`config.mk`:
```
export PLATFORM = sky130hd
export DESIGN_NAME = flags_unit
export DESIGN_NICKNAME = d
export VERILOG_FILES = /design/src/rtl/opcodes.sv /design/src/rtl/flag_stack.sv /design/src/rtl/flags_unit.sv
export SDC_FILE = /design/constraint.sdc
export NUM_CORES = 1
export LEC_CHECK = 0
export CORE_MARGIN = 10
export CORE_UTILIZATION = 25
export DETAILED_ROUTE_END_ITERATION = 12
export DONT_BUFFER_PORTS = 1
export PLACE_DENSITY_LB_ADDON = 0.2
export SETUP_SLACK_MARGIN = 0.05
export SYNTH_ARGS = -nofsm -noshare
export SYNTH_HDL_FRONTEND = slang
export SYNTH_SLANG_ARGS = --single-unit
```
`constraint.sdc`:
```
create_clock -name Clock -period 4.75 [get_ports Clock]
set_input_delay 0.95 -clock Clock [delete_from_list [all_inputs] [get_ports Clock]]
set_output_delay 0.95 -clock Clock [all_outputs]
set_load 0.05 [all_outputs]
```
`src/rtl/opcodes.sv`:
```
// Shared ALU/flags definitions: flag bit positions and branch condition codes.
// Also provides the condition evaluator used by the flags unit.
package opcodes;

  localparam int unsigned FLAGS_W = 4;
  localparam int unsigned FLAGS_Z = 0;
  localparam int unsigned FLAGS_N = 1;
  localparam int unsigned FLAGS_C = 2;
  localparam int unsigned FLAGS_V = 3;

  typedef enum logic [3:0] {
    CAL = 4'd0,
    CNV = 4'd1,
    CEQ = 4'd2,
    CNE = 4'd3,
    CCS = 4'd4,
    CCC = 4'd5,
    CMI = 4'd6,
    CPL = 4'd7,
    CVS = 4'd8,
    CVC = 4'd9,
    CHI = 4'd10,
    CLS = 4'd11,
    CGE = 4'd12,
    CLT = 4'd13,
    CGT = 4'd14,
    CLE = 4'd15
  } cond_t;

  function automatic logic cond_eval(input cond_t cond, input logic [FLAGS_W-1:0] flags);
    logic z, n, c, v, res;
    z   = flags[FLAGS_Z];
    n   = flags[FLAGS_N];
    c   = flags[FLAGS_C];
    v   = flags[FLAGS_V];
    res = 1'b0;
    unique case (cond)
      CAL: res = 1'b1;
      CNV: res = 1'b0;
      CEQ: res = z;
      CNE: res = !z;
      CCS: res = c;
      CCC: res = !c;
      CMI: res = n;
      CPL: res = !n;
      CVS: res = v;
      CVC: res = !v;
      CHI: res = c & !z;
      CLS: res = !c | z;
      CGE: res = (n == v);
      CLT: res = (n != v);
      CGT: res = !z & (n == v);
      CLE: res = z | (n != v);
      default: res = 1'b0;
    endcase
    return res;
  endfunction

endpackage

```
`src/rtl/flag_stack.sv`:
```
// Generic Depth x Width LIFO with sticky error on overflow, underflow or
// simultaneous push/pop. Contents are not reset; they are unreadable while empty.
module flag_stack #(
  parameter int unsigned Depth = 4,
  parameter int unsigned Width = 4,
  localparam int unsigned SpW  = $clog2(Depth + 1),
  localparam int unsigned IdxW = (Depth > 1) ? $clog2(Depth) : 1
) (
  input  logic             clk_i,
  input  logic             rst_ni,
  input  logic             push_i,
  input  logic             pop_i,
  input  logic             err_clr_i,
  input  logic [Width-1:0] wdata_i,
  output logic [Width-1:0] rdata_o,
  output logic             pop_ok_o,
  output logic             empty_o,
  output logic             full_o,
  output logic             err_o
);

  localparam logic [SpW-1:0] SpMax = SpW'(Depth);

  logic [Width-1:0] mem_q [Depth];
  logic [SpW-1:0]   sp_q, sp_d, sp_dec;
  logic [IdxW-1:0]  wr_idx, rd_idx;
  logic             err_q, err_d;
  logic             push_ok, pop_ok, err_evt;

  assign empty_o = (sp_q == '0);
  assign full_o  = (sp_q == SpMax);

  assign push_ok = push_i & ~pop_i & ~full_o;
  assign pop_ok  = pop_i & ~push_i & ~empty_o;
  assign err_evt = (push_i & pop_i) | (push_i & full_o) | (pop_i & empty_o);

  assign sp_dec = sp_q - SpW'(1);
  assign wr_idx = sp_q[IdxW-1:0];
  assign rd_idx = sp_dec[IdxW-1:0];

  assign rdata_o  = mem_q[rd_idx];
  assign pop_ok_o = pop_ok;
  assign err_o    = err_q;

  always_comb begin
    sp_d = sp_q;
    if (push_ok) begin
      sp_d = sp_q + SpW'(1);
    end else if (pop_ok) begin
      sp_d = sp_dec;
    end
  end

  // A new error in the same cycle as a clear must remain visible.
  always_comb begin
    err_d = err_q;
    if (err_evt) begin
      err_d = 1'b1;
    end else if (err_clr_i) begin
      err_d = 1'b0;
    end
  end

  always_ff @(posedge clk_i or negedge rst_ni) begin
    if (!rst_ni) begin
      sp_q  <= '0;
      err_q <= 1'b0;
    end else begin
      sp_q  <= sp_d;
      err_q <= err_d;
    end
  end

  always_ff @(posedge clk_i) begin
    if (push_ok) begin
      mem_q[wr_idx] <= wdata_i;
    end
  end

endmodule

```
`src/rtl/flags_unit.sv`:
```
// ALU flag register with carry feedback, branch condition decode and a small
// flag save/restore stack for interrupt entry and return.
module flags_unit
  import opcodes::*;
#(
  parameter int unsigned DEPTH = 4,
  localparam int unsigned PW   = $clog2(DEPTH + 1)
) (
  input  logic               Clock,
  input  logic               nReset,
  input  logic [FLAGS_W-1:0] AluFlags,
  input  logic               FlagsWe,
  input  logic               Push,
  input  logic               Pop,
  input  logic               ErrClr,
  input  cond_t              Cond,
  output logic [FLAGS_W-1:0] Flags,
  output logic               CarryOut,
  output logic               CondTrue,
  output logic               StackEmpty,
  output logic               StackFull,
  output logic               StackErr
);

  logic [FLAGS_W-1:0] flags_q, flags_d;
  logic [FLAGS_W-1:0] stack_rdata;
  logic               stack_pop_ok;

  // The stack always captures the pre-edge flags, so a same-cycle FlagsWe
  // cannot leak into the saved copy.
  flag_stack #(
    .Depth (DEPTH),
    .Width (FLAGS_W)
  ) u_flag_stack (
    .clk_i     (Clock),
    .rst_ni    (nReset),
    .push_i    (Push),
    .pop_i     (Pop),
    .err_clr_i (ErrClr),
    .wdata_i   (flags_q),
    .rdata_o   (stack_rdata),
    .pop_ok_o  (stack_pop_ok),
    .empty_o   (StackEmpty),
    .full_o    (StackFull),
    .err_o     (StackErr)
  );

  // A successful restore overrides the ALU write; a rejected pop does not.
  always_comb begin
    flags_d = flags_q;
    if (stack_pop_ok) begin
      flags_d = stack_rdata;
    end else if (FlagsWe) begin
      flags_d = AluFlags;
    end
  end

  always_ff @(posedge Clock or negedge nReset) begin
    if (!nReset) begin
      flags_q <= '0;
    end else begin
      flags_q <= flags_d;
    end
  end

  assign Flags    = flags_q;
  assign CarryOut = flags_q[FLAGS_C];
  assign CondTrue = cond_eval(Cond, flags_q);

endmodule

```
==> results of run 1 <==
## cell families (layout without fill, tap and decap cells)
family | count (synthesis) | in the layout | synth area share [%]
AOI/OAI and AO/OA | 16 | 16 | 9.037
xor gates and xnor gates | 6 | 6 | 4.264
adders and majority gates | 5 | 5 | 5.076
buffers and inverters | 11 | 13 | 4.365
DFF | 24 | 24 | 55.23
muxes | 10 | 10 | 12.28
and+or+nand+nor | 21 | 21 | 9.747
## power by group
part / internal (mW) / switching, mW / leakage, nW / total, mW
Clock: 0.113 / 0.0633 / 0.0357 / 0.176
Combinational: 0.137 / 0.180 / 0.252 / 0.316
Sequential: 0.286 / 0.108 / 0.236 / 0.394
Total: 0.536 / 0.351 / 0.524 / 0.887
## per-stage QoR
stage	util [%]	power, mW	cells	hold WS (ns)	worst slack [ns]
final	28.92	0.8869	162	0.3674	1.737
after global routing	28.92	0.9485	162	0.3454	1.582
after CTS	28.92	0.8988	162	0.3631	1.715
after detailed placement	27.42	0.7229	158	0.5405	2.026
after global placement	27.42	0.7211	158	0.5328	2.041
after floorplan	-	0.6575	93	0.4791	1.668
## worst max path at each step
stage | start | endpoint | depth (start not counted)
global placement | Flags[1] | CondTrue | 5
global route | Flags[1] | CondTrue | 5
floorplan | Cond[3] | CondTrue | 4
CTS | Flags[1] | CondTrue | 5
finish | Flags[1] | CondTrue | 5
detailed placement | Flags[1] | CondTrue | 5
## cell usage in the layout (no fill, tap or decap), drive strengths merged, types with 2 or more instances in the layout
master	n
dfrtp	8
nand2b	2
xor2	2
and3	4
o21ai	4
mux4	4
a21oi	6
nor2	5
o221ai	2
xnor2	4
mux2i	5
nand2	4
buf	2
edfxtp	16
inv	7
nor2b	3
clkbuf	3
ha	5
## worst reg2reg max path: stages (launching register included)
cell and delay [ns]:
dfrtp_1 0.50, inv_1 0.19, ha_1 0.21, nor2b_1 0.84, or3b_4 0.36, o21ba_1 0.16
xnor2_1 0.11
## registers in the layout, summed over array words and instances (netlist names)
register,count
Flags,4
u_flag_stack.err_o,1
u_flag_stack.sp_q,3
u_flag_stack.mem_q,16
## per-layer routing
| layer | vias up | wire length (um) |
|---|---|---|
| met4 | 0 | 49 |
| met1 | 335 | 1107 |
| met2 | 21 | 1043 |
| met3 | 2 | 178 |
| li1 | 336 | - |
| met5 | - | 0 |
## final cells by class
type	count	area [um^2]
fillers	499	3379
multi-input cells	58	498.0
inverters	7	26.28
flip-flops and latches	24	680.7
well taps	67	83.83
clock buffers	3	41.29
clock inverters	1	30.03
repair buffers	2	15.01
==> summary.md, run 1 <==
| Metric | Value |
|---|---|
| Met1 Use GR | `7.234%` |
| Largest net degree at the start of global routing | `15` |
| Htree depth | `1` |
| Hold WC Path Type | `in -> async` |
| Fin crit period | `3.013 ns` |
| Post-DR wirelength/cell | `14.69 um` |
| R2R setup slack | `2.30 ns` |
| Port-buffer cells | `0` |
| # diodes | `0` |
| Cts-stage hold buffer count | `0` |
| Drt pass-1 iters | `4` |
| Synthesized cell area | `1232 um^2` |
| Crit Path Max Fanout | `8` |
| Synth top area share | `38.98%` |
| Ys async rst share | `33.33%` |
| LEAKAGE | `0.5244 nW` |
| Layout cells sized above 1 | `17.89%` |
| Clk buf depth | `2` |
| Reg2Reg Capture Point | `u_flag_stack.sp_q[2]` |
| WL final | `2379 um` |
| Boundary Pins | `23` |
| Register-to-Register Path Depth | `6` |
| Worst-path clk slew | `0.09 ns` |
| Drt drc | `0` |
| Max cap viols | `0` |
| Vias post-DR | `694` |
| Die Ht | `90.21 um` |
| Largest area contributor in the netlist | `edfxtp_1` |
| Vias in the first global route | `797` |
| Bufs and invs on worst path | `1` |
| Clock buffer count from CTS | `3` |
| CP top delay family | `flip-flops` |
| Worst IR drop on VDD | `0.0001490 V` |
| CTS root buf | `clkbuf_8` |
| Data arrival, critical path | `2.06 ns` |
| Synth Register Bits | `24` |
| Count leader, synth | `edfxtp_1` |
| Post-synth EDFFs | `16` |
| Final Net Count | `115` |
| Seq/Total Area, Yosys | `55.23%` |
| Synthesized Nets | `112` |
| Cts repair resizes | `0` |
| FF-to-FF Start | `u_flag_stack.sp_q[0]` |
| Initial antenna violation count | `0` |
| Routed vias/inst | `4.284` |
| Pwr per Cell Area | `645.0 nW/um^2` |
| Cell Chain, Critical Path | `xor2_1 > a2bb2oi_1 > xor2_1 > o221ai_1 > buf_4` |
| CORE AREA | `4755 um^2` |
| Setup violations, final | `0` |
| Antenna Violating Nets Remaining | `0` |
| Slew Limit Fails | `0` |
| Max-Slew Margin vs Limit | `29.30%` |
| First-pass GRT wire length | `3981 um` |
| Status | `complete, no violations` |
| CTS tree | `yes` |
| Setup Skew | `0.007701 ns` |
| Mapped Cells | `93` |
| Cell variety after synth | `31` |
| Avg Synthesized Cell Area | `13.25 um^2` |
| # Post-CTS Setup Buffers | `0` |
| Start-to-end type of the worst setup path | `reg -> out` |
| Total gr overflow | `0` |
| Clk sinks | `24` |
| Worst skew pair latency | `0.27 ns` |
| Row cnt | `25` |
| Initial core utilization | `25.92%` |
| Die X | `90.21 um` |
| Setup crit end kind | `output port` |
| RSZ-0062 raised after global routing | `no` |
| Area Growth Syn to Fin | `11.57%` |
| Synth warn | `0` |
| DP HPWL | `1935 um` |
| CP startpoint kind | `flip-flop` |
| Critical Path Most Common Cell | `xor2_1` |
| Routing usage on met2 | `9.201%` |
| Top cells by count, synth | `16 x edfxtp_1, 8 x dfrtp_1, 7 x inv_1` |
| Drt first-iter violations | `72` |
| Setup TNS | `0 ns` |
| Crit path largest cell delay | `0.79 ns` |
| Final Hold Fails | `0` |
| Fmax | `0.3318 GHz` |
| Die ar. | `8138 um^2` |
| Synth area leaders | `edfxtp_1 39%, dfrtp_1 16%, mux4_2 7.3%, ha_1 5.1%, mux2i_1 4.1%` |
| CP max stage cell | `dfrtp_1` |
| CP Data Required Time | `3.80 ns` |
| Top_reg_cell synth | `edfxtp_1` |
| Design area | `1375 um^2` |
| Gr usage total | `6.057%` |
| Placed cell areas | `1304 um^2` |
| GPL Wtd Cong | `0.7725` |
| Met3 Usage GRT | `1.579%` |
| Final period utilization | `63.44%` |
| Global routing's busiest layer | `met2` |
| Slew @ Worst Pin | `1.058 ns` |
Note: power is estimated with default switching activity, not from simulation.
==> run 2, diff against run 1 <==
==> constraint.sdc (replaced) <==
create_clock -name Clock -period 3 [get_ports Clock]
set_input_delay 0.6 -clock Clock [delete_from_list [all_inputs] [get_ports Clock]]
set_output_delay 0.6 -clock Clock [all_outputs]
set_load 0.05 [all_outputs]
==> summary.md, run 2 (same netlist as run 1, synthesis figures left out) <==
| Metric | Value |
|---|---|
| Status | `complete, no violations` |
| Fmax | `0.3816 GHz` |
| Setup crit end kind | `output port` |
| Max cap viols | `0 (unchanged)` |
| R2R setup slack | `0.55 ns (-1.75 ns)` |
| RSZ-0062 raised after global routing | `no` |
| Die ar. | `8138 um^2 (unchanged)` |
| CP max stage cell | `nor2b_1` |
| Initial core utilization | `25.92% (unchanged)` |
| Drt first-iter violations | `37 (-49%)` |
| Fin crit period | `2.620 ns` |
| Max-Slew Margin vs Limit | `29.71% (+0.41 points)` |
| CP Data Required Time | `2.40 ns (-1.40 ns)` |
| Hold WC Path Type | `in -> async` |
| CTS tree | `yes` |
| Hold WS | `0.01196 ns (-0.3554 ns)` |
| Area Growth Syn to Fin | `12.08%` |
| Vias post-DR | `736 (+6.1%)` |
| Setup TNS | `0 ns (unchanged)` |
| Total gr overflow | `0 (unchanged)` |
| CTS root buf | `clkbuf_8` |
| Routed vias/inst | `4.434 (+3.5%)` |
| Row cnt | `25 (unchanged)` |
| Max FFs per register | `16 (unchanged)` |
| # diodes | `0 (unchanged)` |
| DP HPWL | `2043 um (+5.6%)` |
| Biggest register | `u_flag_stack.mem_q` |
| Crit path largest cell delay | `0.84 ns (+0.05 ns)` |
| Tot Pwr | `1.360 mW (+53%)` |
| Drt pass-1 iters | `3 (-1)` |
| CORE AREA | `4755 um^2 (unchanged)` |
| Worst skew pair latency | `0.27 ns (about the same)` |
| Final Net Count | `119 (+3.5%)` |
| Boundary Pins | `23 (unchanged)` |
| Antenna Violating Nets Remaining | `0 (unchanged)` |
| Start-to-end type of the worst setup path | `reg -> out` |
| Commonest non-fill, non-tap cell in the layout | `edfxtp_1` |
| Vias in the first global route | `805 (+1.0%)` |
| LEAKAGE | `0.5301 nW (+1.1%)` |
| Register-to-Register Path Depth | `6 (unchanged)` |
| Setup violations, final | `0 (unchanged)` |
| First-pass GRT wire length | `4388 um (+10%)` |
| FF-to-FF Start | `u_flag_stack.sp_q[0]` |
| Clk buf depth | `2 (unchanged)` |
| Initial antenna violation count | `0 (unchanged)` |
| Die Ht | `90.21 um (unchanged)` |
| Crit Path Max Fanout | `7 (-1)` |
| Slew Limit Fails | `0 (unchanged)` |
| Port-buffer cells | `0 (unchanged)` |
| Final Hold Fails | `0 (unchanged)` |
| Worst IR drop on VDD | `0.0003012 V (+100%)` |
| Post-DR wirelength/cell | `16.36 um (+11%)` |
| Data arrival, critical path | `2.02 ns (-0.04 ns)` |
| CP startpoint kind | `flip-flop` |
| Drt drc | `0 (unchanged)` |
| GPL Wtd Cong | `0.7260 (-6.0%)` |
| Gr usage total | `6.605% (+0.55 points)` |
| Clk sinks | `24 (unchanged)` |
| Htree depth | `1 (unchanged)` |
| Die X | `90.21 um (unchanged)` |
| Cell Chain, Critical Path | `inv_1 > ha_1 > nor2b_1` |
| Final period utilization | `87.35%` |
| Layout cells sized above 1 | `19.19% (+1.3 points)` |
| WL final | `2716 um (+14%)` |
| Setup Skew | `0.004874 ns (-0.002827 ns)` |
| Largest net degree at the start of global routing | `14 (-1)` |
| Reg2Reg Capture Point | `u_flag_stack.sp_q[1]` |
| Slew @ Worst Pin | `1.052 ns (-0.006083 ns)` |
| Pwr per Cell Area | `984.8 nW/um^2 (+53%)` |
| Worst-path clk slew | `0.09 ns (about the same)` |
| Clock buffer count from CTS | `3 (unchanged)` |
| Commonest cells after routing, fill and taps aside | `16 x edfxtp_1, 8 x dfrtp_1, 7 x inv_1` |
## run 2: cell types whose count changed in the layout (fill, tap and decap cells not counted), sizes merged
cell and delta:
bufinv -1, buf +3, dlygate4sd3 +1, clkinv +1
## run 2: worst max-delay path by stage
stage	startpoint	endpoint	slack (ns)	depth (start not counted)
floorplan	Flags[1]	CondTrue	0.34	4
global route	u_flag_stack.sp_q[0]	StackEmpty	0.26	3
global placement	u_flag_stack.sp_q[0]	u_flag_stack.sp_q[1]	0.55	6
detailed placement	u_flag_stack.sp_q[0]	u_flag_stack.sp_q[1]	0.54	6
finish	u_flag_stack.sp_q[0]	StackEmpty	0.38	3
CTS	u_flag_stack.sp_q[0]	StackEmpty	0.35	3
## run 2: metal layers
| layer | global-route usage [%] | part of all wire [%] |
|---|---|---|
| met1 | 8.590 | 48 |
| met2 | 9.262 | 45 |
| met3 | 2.328 | 5.7 |
| met5 | 0 | 0 |
| met4 | 3.581 | 1.2 |
## run 2: area by class of cell
class                   instances  area, um^2
repair buffers                  6       47.55
clock buffers                   3       41.29
multi-input cells              58       498.0
clock inverters                 1       3.754
inverters                       7       26.28
flip-flops and latches         24       680.7
fillers                       501        3373
well taps                      67       83.83
## run 2: where the power goes
| group | leakage (nW) | switching (mW) | internal (mW) |
|---|---|---|---|
| sequential | 0.236 | 0.110 | 0.454 |
| clock | 0.0231 | 0.106 | 0.0917 |
| combinational | 0.271 | 0.362 | 0.236 |
## run 2: what timing repair did
item,in CTS,in global routing
setup buffers,0,0
gates resized for setup,0,0
hold buffers,0,1
hold endpoints to repair,0,3
## run 2: stage by stage
step | util (%) | cell area (um^2) | setup WS (ns) | std cells
final | 29.05 | 1381 | 0.3796 | 166
after global routing | 29.05 | 1381 | 0.2613 | 166
after CTS | 28.84 | 1371 | 0.3513 | 165
after detailed placement | 27.89 | 1326 | 0.5359 | 161
after global placement | 27.89 | 1326 | 0.5506 | 161
after floorplan | - | 1232 | 0.3366 | 93
## run 2: worst max-delay path: cells and delay by family, from the launching register on
kind	cells	cell delay, ns
simple gates	1	0.84
buf+inv	1	0.18
fa+ha+maj	1	0.21
flops	1	0.51
==> run 3, diff against run 2 <==
--- a/config.mk
+++ b/config.mk
@@ -10,6 +10,7 @@
 export DETAILED_ROUTE_END_ITERATION = 12
 export DONT_BUFFER_PORTS = 1
 export PLACE_DENSITY_LB_ADDON = 0.2
+export RECOVER_POWER = 25
 export SETUP_SLACK_MARGIN = 0.05
 export SYNTH_ARGS = -nofsm -noshare
 export SYNTH_HDL_FRONTEND = slang
==> results of run 3 <==
Final layout, timing and power as in run 2 (identical DEF).
